`src/rtl/game_board_cursor_draw.sv`:
```
// Cursor overlay stage for the VGA pipeline.
// Draws a blinking one-pixel frame around the selected cell of the N x N grid
// (N = board_size^2). It owns the cursor position, which moves by one cell per
// direction pulse and wraps at the grid edges. All bus timing signals are
// delayed by exactly one clock. blink_on and frame_cnt are exported so the
// blink state can be observed directly.
module game_board_cursor_draw #(
  parameter int          BLINK_FRAMES = 30,
  parameter logic [11:0] CURSOR_COLOR = 12'hf_0_0,
  parameter int          CHAR_WIDTH   = 8,
  parameter int          CHAR_HEIGHT  = 16
) (
  input  logic        clk,
  input  logic        rst,
  input  logic        is_game_on,
  input  logic [2:0]  board_size,
  input  logic        move_up,
  input  logic        move_down,
  input  logic        move_left,
  input  logic        move_right,
  input  logic [10:0] bus_in_hcount,
  input  logic        bus_in_hsync,
  input  logic        bus_in_hblnk,
  input  logic [10:0] bus_in_vcount,
  input  logic        bus_in_vsync,
  input  logic        bus_in_vblnk,
  input  logic [11:0] bus_in_rgb,
  output logic [10:0] bus_out_hcount,
  output logic        bus_out_hsync,
  output logic        bus_out_hblnk,
  output logic [10:0] bus_out_vcount,
  output logic        bus_out_vsync,
  output logic        bus_out_vblnk,
  output logic [11:0] bus_out_rgb,
  output logic [3:0]  cursor_x,
  output logic [3:0]  cursor_y,
  output logic        blink_on,
  output logic [15:0] frame_cnt
);

  localparam logic [15:0] LAST_FRAME = 16'(BLINK_FRAMES - 1);
  localparam logic [15:0] CW         = 16'(CHAR_WIDTH);
  localparam logic [15:0] CH         = 16'(CHAR_HEIGHT);

  // Cursor and blink state
  logic [3:0]  r_cx, r_cy;
  logic [15:0] r_cnt;
  logic        r_blink;
  logic        r_vsync_prev;

  // Next-state values
  logic [3:0]  w_cx_nxt, w_cy_nxt;
  logic [15:0] w_cnt_nxt;
  logic        w_blink_nxt;

  // Grid order and move decode
  logic [15:0] w_n, w_nm1;
  logic [3:0]  w_max;
  logic        w_size_ok, w_x_oob, w_y_oob;
  logic        w_up, w_down, w_left, w_right;
  logic        w_move, w_tick;

  // Geometry and overlay
  logic [15:0] w_gx, w_gy, w_x0, w_x1, w_y0, w_y1, w_h, w_v;
  logic        w_in_cell, w_edge, w_draw;

  assign w_n       = {13'd0, board_size} * {13'd0, board_size};
  assign w_nm1     = w_n - 16'd1;
  assign w_max     = w_nm1[3:0];
  assign w_size_ok = (board_size >= 3'd2) && (board_size <= 3'd4);
  assign w_x_oob   = ({12'd0, r_cx} >= w_n);
  assign w_y_oob   = ({12'd0, r_cy} >= w_n);

  // Opposite pulses in the same cycle cancel each other out.
  assign w_up    = move_up & ~move_down;
  assign w_down  = move_down & ~move_up;
  assign w_left  = move_left & ~move_right;
  assign w_right = move_right & ~move_left;
  assign w_move  = is_game_on & w_size_ok & (w_up | w_down | w_left | w_right);
  assign w_tick  = bus_in_vsync & ~r_vsync_prev;

  // Next cursor position: game-off reset, hold on bad size, clamp after shrink, wrap moves
  always_comb begin
    w_cx_nxt = r_cx;
    w_cy_nxt = r_cy;
    if (!is_game_on) begin
      w_cx_nxt = 4'd0;
      w_cy_nxt = 4'd0;
    end else if (w_size_ok) begin
      if (w_x_oob)       w_cx_nxt = 4'd0;
      else if (w_left)   w_cx_nxt = (r_cx == 4'd0)  ? w_max : r_cx - 4'd1;
      else if (w_right)  w_cx_nxt = (r_cx == w_max) ? 4'd0  : r_cx + 4'd1;
      if (w_y_oob)       w_cy_nxt = 4'd0;
      else if (w_up)     w_cy_nxt = (r_cy == 4'd0)  ? w_max : r_cy - 4'd1;
      else if (w_down)   w_cy_nxt = (r_cy == w_max) ? 4'd0  : r_cy + 4'd1;
    end
  end

  // Next blink state: moves restart the visible phase and win over a frame tick
  always_comb begin
    w_cnt_nxt   = r_cnt;
    w_blink_nxt = r_blink;
    if (!is_game_on || w_move) begin
      w_cnt_nxt   = 16'd0;
      w_blink_nxt = 1'b1;
    end else if (w_tick) begin
      if (r_cnt == LAST_FRAME) begin
        w_cnt_nxt   = 16'd0;
        w_blink_nxt = ~r_blink;
      end else begin
        w_cnt_nxt = r_cnt + 16'd1;
      end
    end
  end

  // Frame-pixel test for the selected cell using the current cursor
  always_comb begin
    w_gx = (16'd1024 - CW * w_n) >> 1;
    w_gy = (16'd768 - CH * w_n) >> 1;
    w_x0 = w_gx + CW * {12'd0, r_cx};
    w_x1 = w_x0 + CW - 16'd1;
    w_y0 = w_gy + CH * {12'd0, r_cy};
    w_y1 = w_y0 + CH - 16'd1;
    w_h  = {5'd0, bus_in_hcount};
    w_v  = {5'd0, bus_in_vcount};
    w_in_cell = (w_h >= w_x0) && (w_h <= w_x1) && (w_v >= w_y0) && (w_v <= w_y1);
    w_edge    = (w_h == w_x0) || (w_h == w_x1) || (w_v == w_y0) || (w_v == w_y1);
    w_draw    = is_game_on & w_size_ok & r_blink & w_in_cell & w_edge;
  end

  // Cursor, blink and vsync-edge registers
  always_ff @(posedge clk or posedge rst) begin
    if (rst) begin
      r_cx         <= 4'd0;
      r_cy         <= 4'd0;
      r_cnt        <= 16'd0;
      r_blink      <= 1'b1;
      r_vsync_prev <= 1'b0;
    end else begin
      r_cx         <= w_cx_nxt;
      r_cy         <= w_cy_nxt;
      r_cnt        <= w_cnt_nxt;
      r_blink      <= w_blink_nxt;
      r_vsync_prev <= bus_in_vsync;
    end
  end

  // One-clock bus pipeline with the overlay merged into rgb
  always_ff @(posedge clk or posedge rst) begin
    if (rst) begin
      bus_out_hcount <= 11'd0;
      bus_out_hsync  <= 1'b0;
      bus_out_hblnk  <= 1'b0;
      bus_out_vcount <= 11'd0;
      bus_out_vsync  <= 1'b0;
      bus_out_vblnk  <= 1'b0;
      bus_out_rgb    <= 12'd0;
    end else begin
      bus_out_hcount <= bus_in_hcount;
      bus_out_hsync  <= bus_in_hsync;
      bus_out_hblnk  <= bus_in_hblnk;
      bus_out_vcount <= bus_in_vcount;
      bus_out_vsync  <= bus_in_vsync;
      bus_out_vblnk  <= bus_in_vblnk;
      bus_out_rgb    <= w_draw ? CURSOR_COLOR : bus_in_rgb;
    end
  end

  assign cursor_x  = r_cx;
  assign cursor_y  = r_cy;
  assign blink_on  = r_blink;
  assign frame_cnt = r_cnt;

endmodule
```
`config.mk`:
```
export PLATFORM = sky130hd
export DESIGN_NAME = game_board_cursor_draw
export DESIGN_NICKNAME = d
export VERILOG_FILES = /design/src/rtl/game_board_cursor_draw.sv
export SDC_FILE = /design/constraint.sdc
export NUM_CORES = 1
export LEC_CHECK = 0
export ABC_AREA = 1
export CAP_MARGIN = 10
export CORE_MARGIN = 2
export CORE_UTILIZATION = 49
export CTS_BUF_LIST = sky130_fd_sc_hd__clkbuf_4
export DETAILED_ROUTE_END_ITERATION = 10
export PLACE_DENSITY = 0.79
export SLEW_MARGIN = 20
export SYNTH_ARGS = -nofsm -noshare
export SYNTH_HDL_FRONTEND = slang
export SYNTH_SLANG_ARGS = --single-unit
```
`constraint.sdc`:
```
create_clock -name clk -period 3.6 [get_ports clk]
set_clock_uncertainty 0.15 [all_clocks]
set_input_delay 0.72 -clock clk [delete_from_list [all_inputs] [get_ports clk]]
set_output_delay 0.72 -clock clk [all_outputs]
set_load 0.1 [all_outputs]
```
==> impl_metrics.ini, run 1 <==
[worst_setup_path]
criticalPathCategory = input port to flip-flop
critical_path_buf_inv_count = 9
reg2reg_depth = 19
cp_max_fo = 6
required_ns = 3.77
cp_num_cells = 28
slowest_delay_ns = 0.33
critical_path.top_delay_family = simple AND/OR/NAND/NOR gates
critPathCaptureType = flip-flop
crit_path_start_kind = input port
cpMaxStageDelayCell = ha_4
r2r_setup_slack_ns = 0.04
arrival_ns = 4.05

[cells_and_area]
syn_to_final_growth_pct = 48.28
stdcell_count = 916
drive_above_1_share_pct = 29.61
nNetsFinal = 891
antenna_cells = 0

[synth]
synth-edff-count = 0
synth_area_um2 = 4706
ys_types = 48
seq_area_frac_synth_pct = 33.53
avgSynthCellArea_um2 = 7.989
synthCells = 589
ys_warn_count = 0
syn-num-nets = 698
synth_ff_type = dfrtp_1
ys_seq_elements = 63
async_flop_share_pct = 100.0

[die]
die_x_um = 102.0
fp.coreArea_um2 = 9284
die-area_um2 = 10400
fp.dieH_um = 102.0
initial_utilization_pct = 50.69
ios = 111
fp-row-count = 35

[drt]
drc = 0
avgRoutedWirePerCell_um = 14.43
avgViaCountPerCell = 5.121
drtAntennaViolNets = 0
drt_iter0_drc = 196
dr_total_vias = 4691
routed_wl_mm = 13.22
firstDrtPassIters = 6

[hold_path]
hold_depth = 1
hold_class = flip-flop to flip-flop

[pwr]
power.density_nw_per_um2 = 516.5
switching_share_pct = 46.07
pwr-share-seq_pct = 22.5
leakage_nw = 3.397
switching_power_mw = 1.661
combinationalPowerShare_pct = 61.8
peakVddDrop_v = 0.0004845
clockPowerShare_pct = 15.7
totalPowerFinal_mw = 3.604
p_int_mw = 1.944

[timing]
setup_viol = 12
fin_setup_tns_ns = -2.924
slew_viol_final = 0
post-route-period-util_pct = 107.9
relSlewSlack_pct = 33.95
layout_setup_ws_ns = -0.2848
fin_hold_ws_ns = 0.3997
tightest_slew_ns = 0.9876
hold_viol_final = 0
fmax_mhz = 257.4
min_period_ns = 3.885
rsz0062_at_grt = true

[clock_network]
clk_path_buf_depth = 2
cts_tree = built
htree_levels = 3
root_buffer = clkbuf_4
cts_sinks = 63
clk_pin_slew_ns = 0.11
hold_buffers = 0
clock_latency_ns = 0.41
cts_buffers = 9

[global_routing]
grt-ovfl-total = 0
grt_pass1_vias = 4607
grt_pass1_wl_mm = 20.72
grt_max_degree = 37
antenna_found_initial = 0
track_usage_pct = 25.09

[place]
dp_hpwl_mm = 10.07
place.gp.congestion = 0.9267
port_buffers = 110
placedCellCount = 890

[outcome]
violations = negative setup slack
outcome = finished with violations

[run]
drv_cap = 0
==> kinds of logic (layout without fill, tap and decap cells) <==
group,after synthesis,count (layout),share of synthesized area [%]
other cells,1,1,0.07969
xor+xnor,25,25,4.653
compound gates,90,90,10.95
fa+ha+maj,61,61,16.54
buf+inv,108,306,9.200
flops,63,63,33.53
simple gates,241,241,25.05
==> final timing paths <==
check | from | end
worst max-delay path | board_size[0] | bus_out_rgb[5]
worst min-delay path | frame_cnt[14] | frame_cnt[14]
worst max register to register | cursor_x[1] | bus_out_rgb[5]
worst min register to register | frame_cnt[14] | frame_cnt[14]
max in group asynchronous | rst | blink_on
min in group asynchronous | rst | bus_out_hcount[1]
==> power by group through the flow <==
stage                     combinational, mW  sequential [mW]  clock, mW
after floorplan                        1.03             1.20          0
after global placement                 2.01            0.821          0
after detailed placement               2.07            0.823          0
after CTS                              2.13            0.811      0.579
after global routing                   2.43            0.820      0.602
final                                  2.23            0.811      0.566
==> sequential cells by signal, indices dropped and copies added, names as in the netlist <==
| name | flops |
|---|---|
| bus_out_hblnk | 1 |
| bus_out_hcount | 11 |
| bus_out_rgb | 12 |
| frame_cnt | 16 |
| cursor_y | 4 |
| bus_out_vsync | 1 |
| cursor_x | 4 |
| bus_out_vcount | 11 |
| bus_out_hsync | 1 |
| blink_on | 1 |
| bus_out_vblnk | 1 |
==> layer usage <==
metal,up-vias,global-route usage (%),share of wire (%)
li1,2310,-,-
met1,2195,29.33,42
met2,149,46.81,50
met3,37,4.172,4.8
met4,0,7.692,2.6
met5,-,0,0
==> metrics by stage <==
stage	utilization, %	setup slack, ns	instance area [um^2]
after CTS	73.37	-0.3158	6812
after global placement	70.39	-0.9995	6535
after floorplan	-	-0.3929	4867
final	75.16	-0.2848	6978
after global routing	75.16	-0.4348	6978
after detailed placement	70.39	-1.162	6535
==> cell type report <==
cell class / instances / area (um^2)
multi-input cells: 418 / 3017
fillers: 674 / 2306
repair buffers: 185 / 1653
flip-flops and latches: 63 / 1578
inverters: 105 / 409.1
well taps: 129 / 161.4
clock inverters: 6 / 85.08
clock buffers: 10 / 75.07
==> placed cells by master, fill, tap and decap left out, types with 3 or more instances in the layout <==
master	count
ha_4	7
xnor2_2	3
a21oi_2	5
buf_4	96
ha_1	52
a21o_1	3
buf_6	3
nor2_2	9
o21ai_2	4
nand2_4	9
o21ai_1	10
inv_1	80
o21a_1	3
xnor2_1	3
nor2_1	18
clkdlybuf4s50_1	81
nor4_1	3
a21oi_1	35
inv_4	6
nand2_1	95
nand2_2	26
o21ai_0	17
dfrtp_1	62
inv_2	18
nand4_1	8
xor2_1	17
nand3_1	28
nor3_1	23
clkbuf_4	10
nor2_4	4
nand3_2	5
==> timing repair <==
item / 4_1_cts / 5_1_grt
setup buffers: 3 / 6
resized for setup: 39 / 30
pin swaps: 20 / 26
endpoints found under the setup margin: 12 / 12
cloned: 1 / 0
==> Yosys cell counts, types with 3 or more instances <==
cell type | number | share of area (%)
a21o_1 | 3 | 0.48
a21oi_1 | 40 | 4.3
buf_6 | 3 | 0.72
dfrtp_1 | 62 | 33
ha_1 | 59 | 16
inv_1 | 92 | 7.3
inv_2 | 10 | 0.80
nand2_1 | 113 | 9.0
nand2_2 | 14 | 1.9
nand2_4 | 3 | 0.72
nand3_1 | 30 | 3.2
nand3_2 | 5 | 1.1
nand4_1 | 8 | 1.1
nor2_1 | 25 | 2.0
nor2_2 | 4 | 0.53
nor3_1 | 24 | 2.6
nor4_1 | 3 | 0.40
o21a_1 | 3 | 0.48
o21ai_0 | 21 | 2.2
o21ai_1 | 9 | 0.96
o221ai_1 | 3 | 0.56
xnor2_1 | 6 | 1.1
xor2_1 | 19 | 3.5
(Power assumes the default switching activity.)
==> inputs of run 2 (changes only) <==
Settings changed: CORE_MARGIN 2 to 5, CTS_BUF_LIST sky130_fd_sc_hd__clkbuf_4 to sky130_fd_sc_hd__clkbuf_16, SKIP_CTS_REPAIR_TIMING set to 1.
==> run 2 against run 1 <==
Compared with the run above:
- the flow still finishes with violations (negative setup slack)
- worst hold slack lost 0.020 ns
- cell count shrank 0.55%
- utilization grew 0.81 points
- maximum frequency shrank 3.6%
- critical path depth shrank 4
- first-iteration DRC count grew 8.2%
- combinational power is essentially flat
- clock power grew 53%
- register-to-register slack lost 0.07 ns
- setup slack lost 0.15 ns
- highest routed layer unchanged
==> impl_metrics.ini, run 2 (synthesis results as in run 1) <==
[pwr]
switching_power_mw = 1.726
clockPowerShare_pct = 22.2
leakage_nw = 3.454
peakVddDrop_v = 0.0004780
switching_share_pct = 44.20
pwr-share-seq_pct = 20.8
power.density_nw_per_um2 = 553.7
combinationalPowerShare_pct = 57.0
p_int_mw = 2.179

[drt]
firstDrtPassIters = 6
drt_iter0_drc = 212
avgRoutedWirePerCell_um = 15.03
drc = 0
dr_total_vias = 4772
avgViaCountPerCell = 5.238
drtAntennaViolNets = 0
routed_wl_mm = 13.69

[die]
die_x_um = 108.0
die-area_um2 = 11660
initial_utilization_pct = 50.69
fp.coreArea_um2 = 9284
fp.dieH_um = 108.0
ios = 111
fp-row-count = 35

[place]
place_ws_ns = -1.137
dp_hpwl_mm = 10.42
place.gp.congestion = 0.9177
port_buffers = 110

[cells_and_area]
largest_reg_flops = 16
antenna_cells = 0
drive_above_1_share_pct = 28.13
post-route-util_pct = 75.97
final_cell_mix = nand2_1 (104), buf_4 (96), inv_1 (81), clkdlybuf4s50_1 (77), dfrtp_1 (62)
syn_to_final_growth_pct = 49.88
final_common_cell = nand2_1
nNetsFinal = 886

[timing]
fin_setup_tns_ns = -4.725
min_period_ns = 4.030
layout_setup_ws_ns = -0.4305
rsz0062_at_grt = true
tightest_slew_ns = 0.9837
fmax_mhz = 248.1
hold_viol_final = 0
relSlewSlack_pct = 34.21
slew_viol_final = 0
fin_hold_ws_ns = 0.3802
setup_viol = 12
post-route-period-util_pct = 112.0

[worst_setup_path]
slowest_delay_ns = 0.41
crit_top_cell = nand2_4
cp_cell_sequence = buf_4, nand2_4, inv_2, ha_4, inv_4, nand2_4, nand2_4, inv_4, ha_4, a21oi_2, buf_4, xor2_4, or3_4, o21ai_0, ha_1, and3_4, nand4_1, nand3_1, nand2_1, nor2_2, nand3_4, clkbuf_16, nand2_1, inv_1
arrival_ns = 4.10
required_ns = 3.67
critical_path.top_delay_family = simple AND/OR/NAND/NOR gates
critical_path_buf_inv_count = 7
criticalPathCategory = input port to flip-flop
cpMaxStageDelayCell = or3_4
cp_max_fo = 6
reg2reg_depth = 17
crit_path_start_kind = input port
critPathCaptureType = flip-flop
cp_num_cells = 24

[global_routing]
grt_pass1_wl_mm = 21.83
track_usage_pct = 23.21
grt-ovfl-total = 0
antenna_found_initial = 0
grt_pass1_vias = 4733
grt_max_degree = 37

[hold_path]
hold_depth = 1
hold_class = flip-flop to flip-flop

[clock_network]
clock_latency_ns = 0.33
clk_path_buf_depth = 2
cts_tree = built
clk_pin_slew_ns = 0.06
htree_levels = 3
root_buffer = clkbuf_16
cts_sinks = 63
cts_buffers = 9

[outcome]
violations = negative setup slack
outcome = finished with violations

[run]
drv_cap = 0
==> run 2: area by class of cell <==
type	count	area [um^2]
tap	129	161.4
sequential	63	1578
clock inverter	7	73.82
clock buffer	9	225.2
fill	665	2231
timing repair buffer	180	1605
inverter	105	409.1
multi-input combinational	418	3000
==> run 2: metrics by stage <==
stage	power (mW)	cells	instance area [um^2]
finish	3.905	911	7053
global route	4.176	911	7053
CTS	3.789	904	6809
detailed placement	2.890	888	6510
global placement	2.811	888	6510
floorplan	2.229	589	4867
==> run 2: final timing paths <==
path | startpoint | to | slack [ns]
max | board_size[2] | bus_out_rgb[0] | -0.43
min | frame_cnt[14] | frame_cnt[14] | 0.38
max reg2reg | cursor_x[1] | bus_out_rgb[0] | -0.03
min reg2reg | frame_cnt[14] | frame_cnt[14] | 0.38
max in group asynchronous | rst | blink_on | 1.93
min in group asynchronous | rst | bus_out_hcount[6] | 0.67
==> run 2: power by group through the flow <==
stage | registers (mW) | clock network (mW) | logic, mW
floorplan | 1.20 | 0 | 1.03
global placement | 0.823 | 0 | 1.99
detailed placement | 0.824 | 0 | 2.07
CTS | 0.812 | 0.887 | 2.09
global route | 0.819 | 0.917 | 2.44
finish | 0.813 | 0.866 | 2.23
==> run 2: worst reg2reg max path, stage by stage, from the launching register on <==
cell       delay [ns]
dfrtp_1          0.46
inv_1            0.18
fa_1             0.53
xnor2_2          0.20
inv_1            0.07
or3_4            0.39
xor2_1           0.15
ha_1             0.33
nand2_2          0.09
nor2_2           0.05
a21boi_2         0.14
o21ai_1          0.16
a21oi_2          0.08
nor2_2           0.15
nand3_4          0.12
clkbuf_16        0.18
nand2_1          0.06
inv_1            0.03
==> run 2: layer usage <==
layer	share of wire (%)	vias up	track usage, %
met3	7.2	38	4.776
met1	39	2240	27.19
met2	52	188	42.63
met4	2.5	0	6.763
li1	-	2306	-
met5	0	-	0
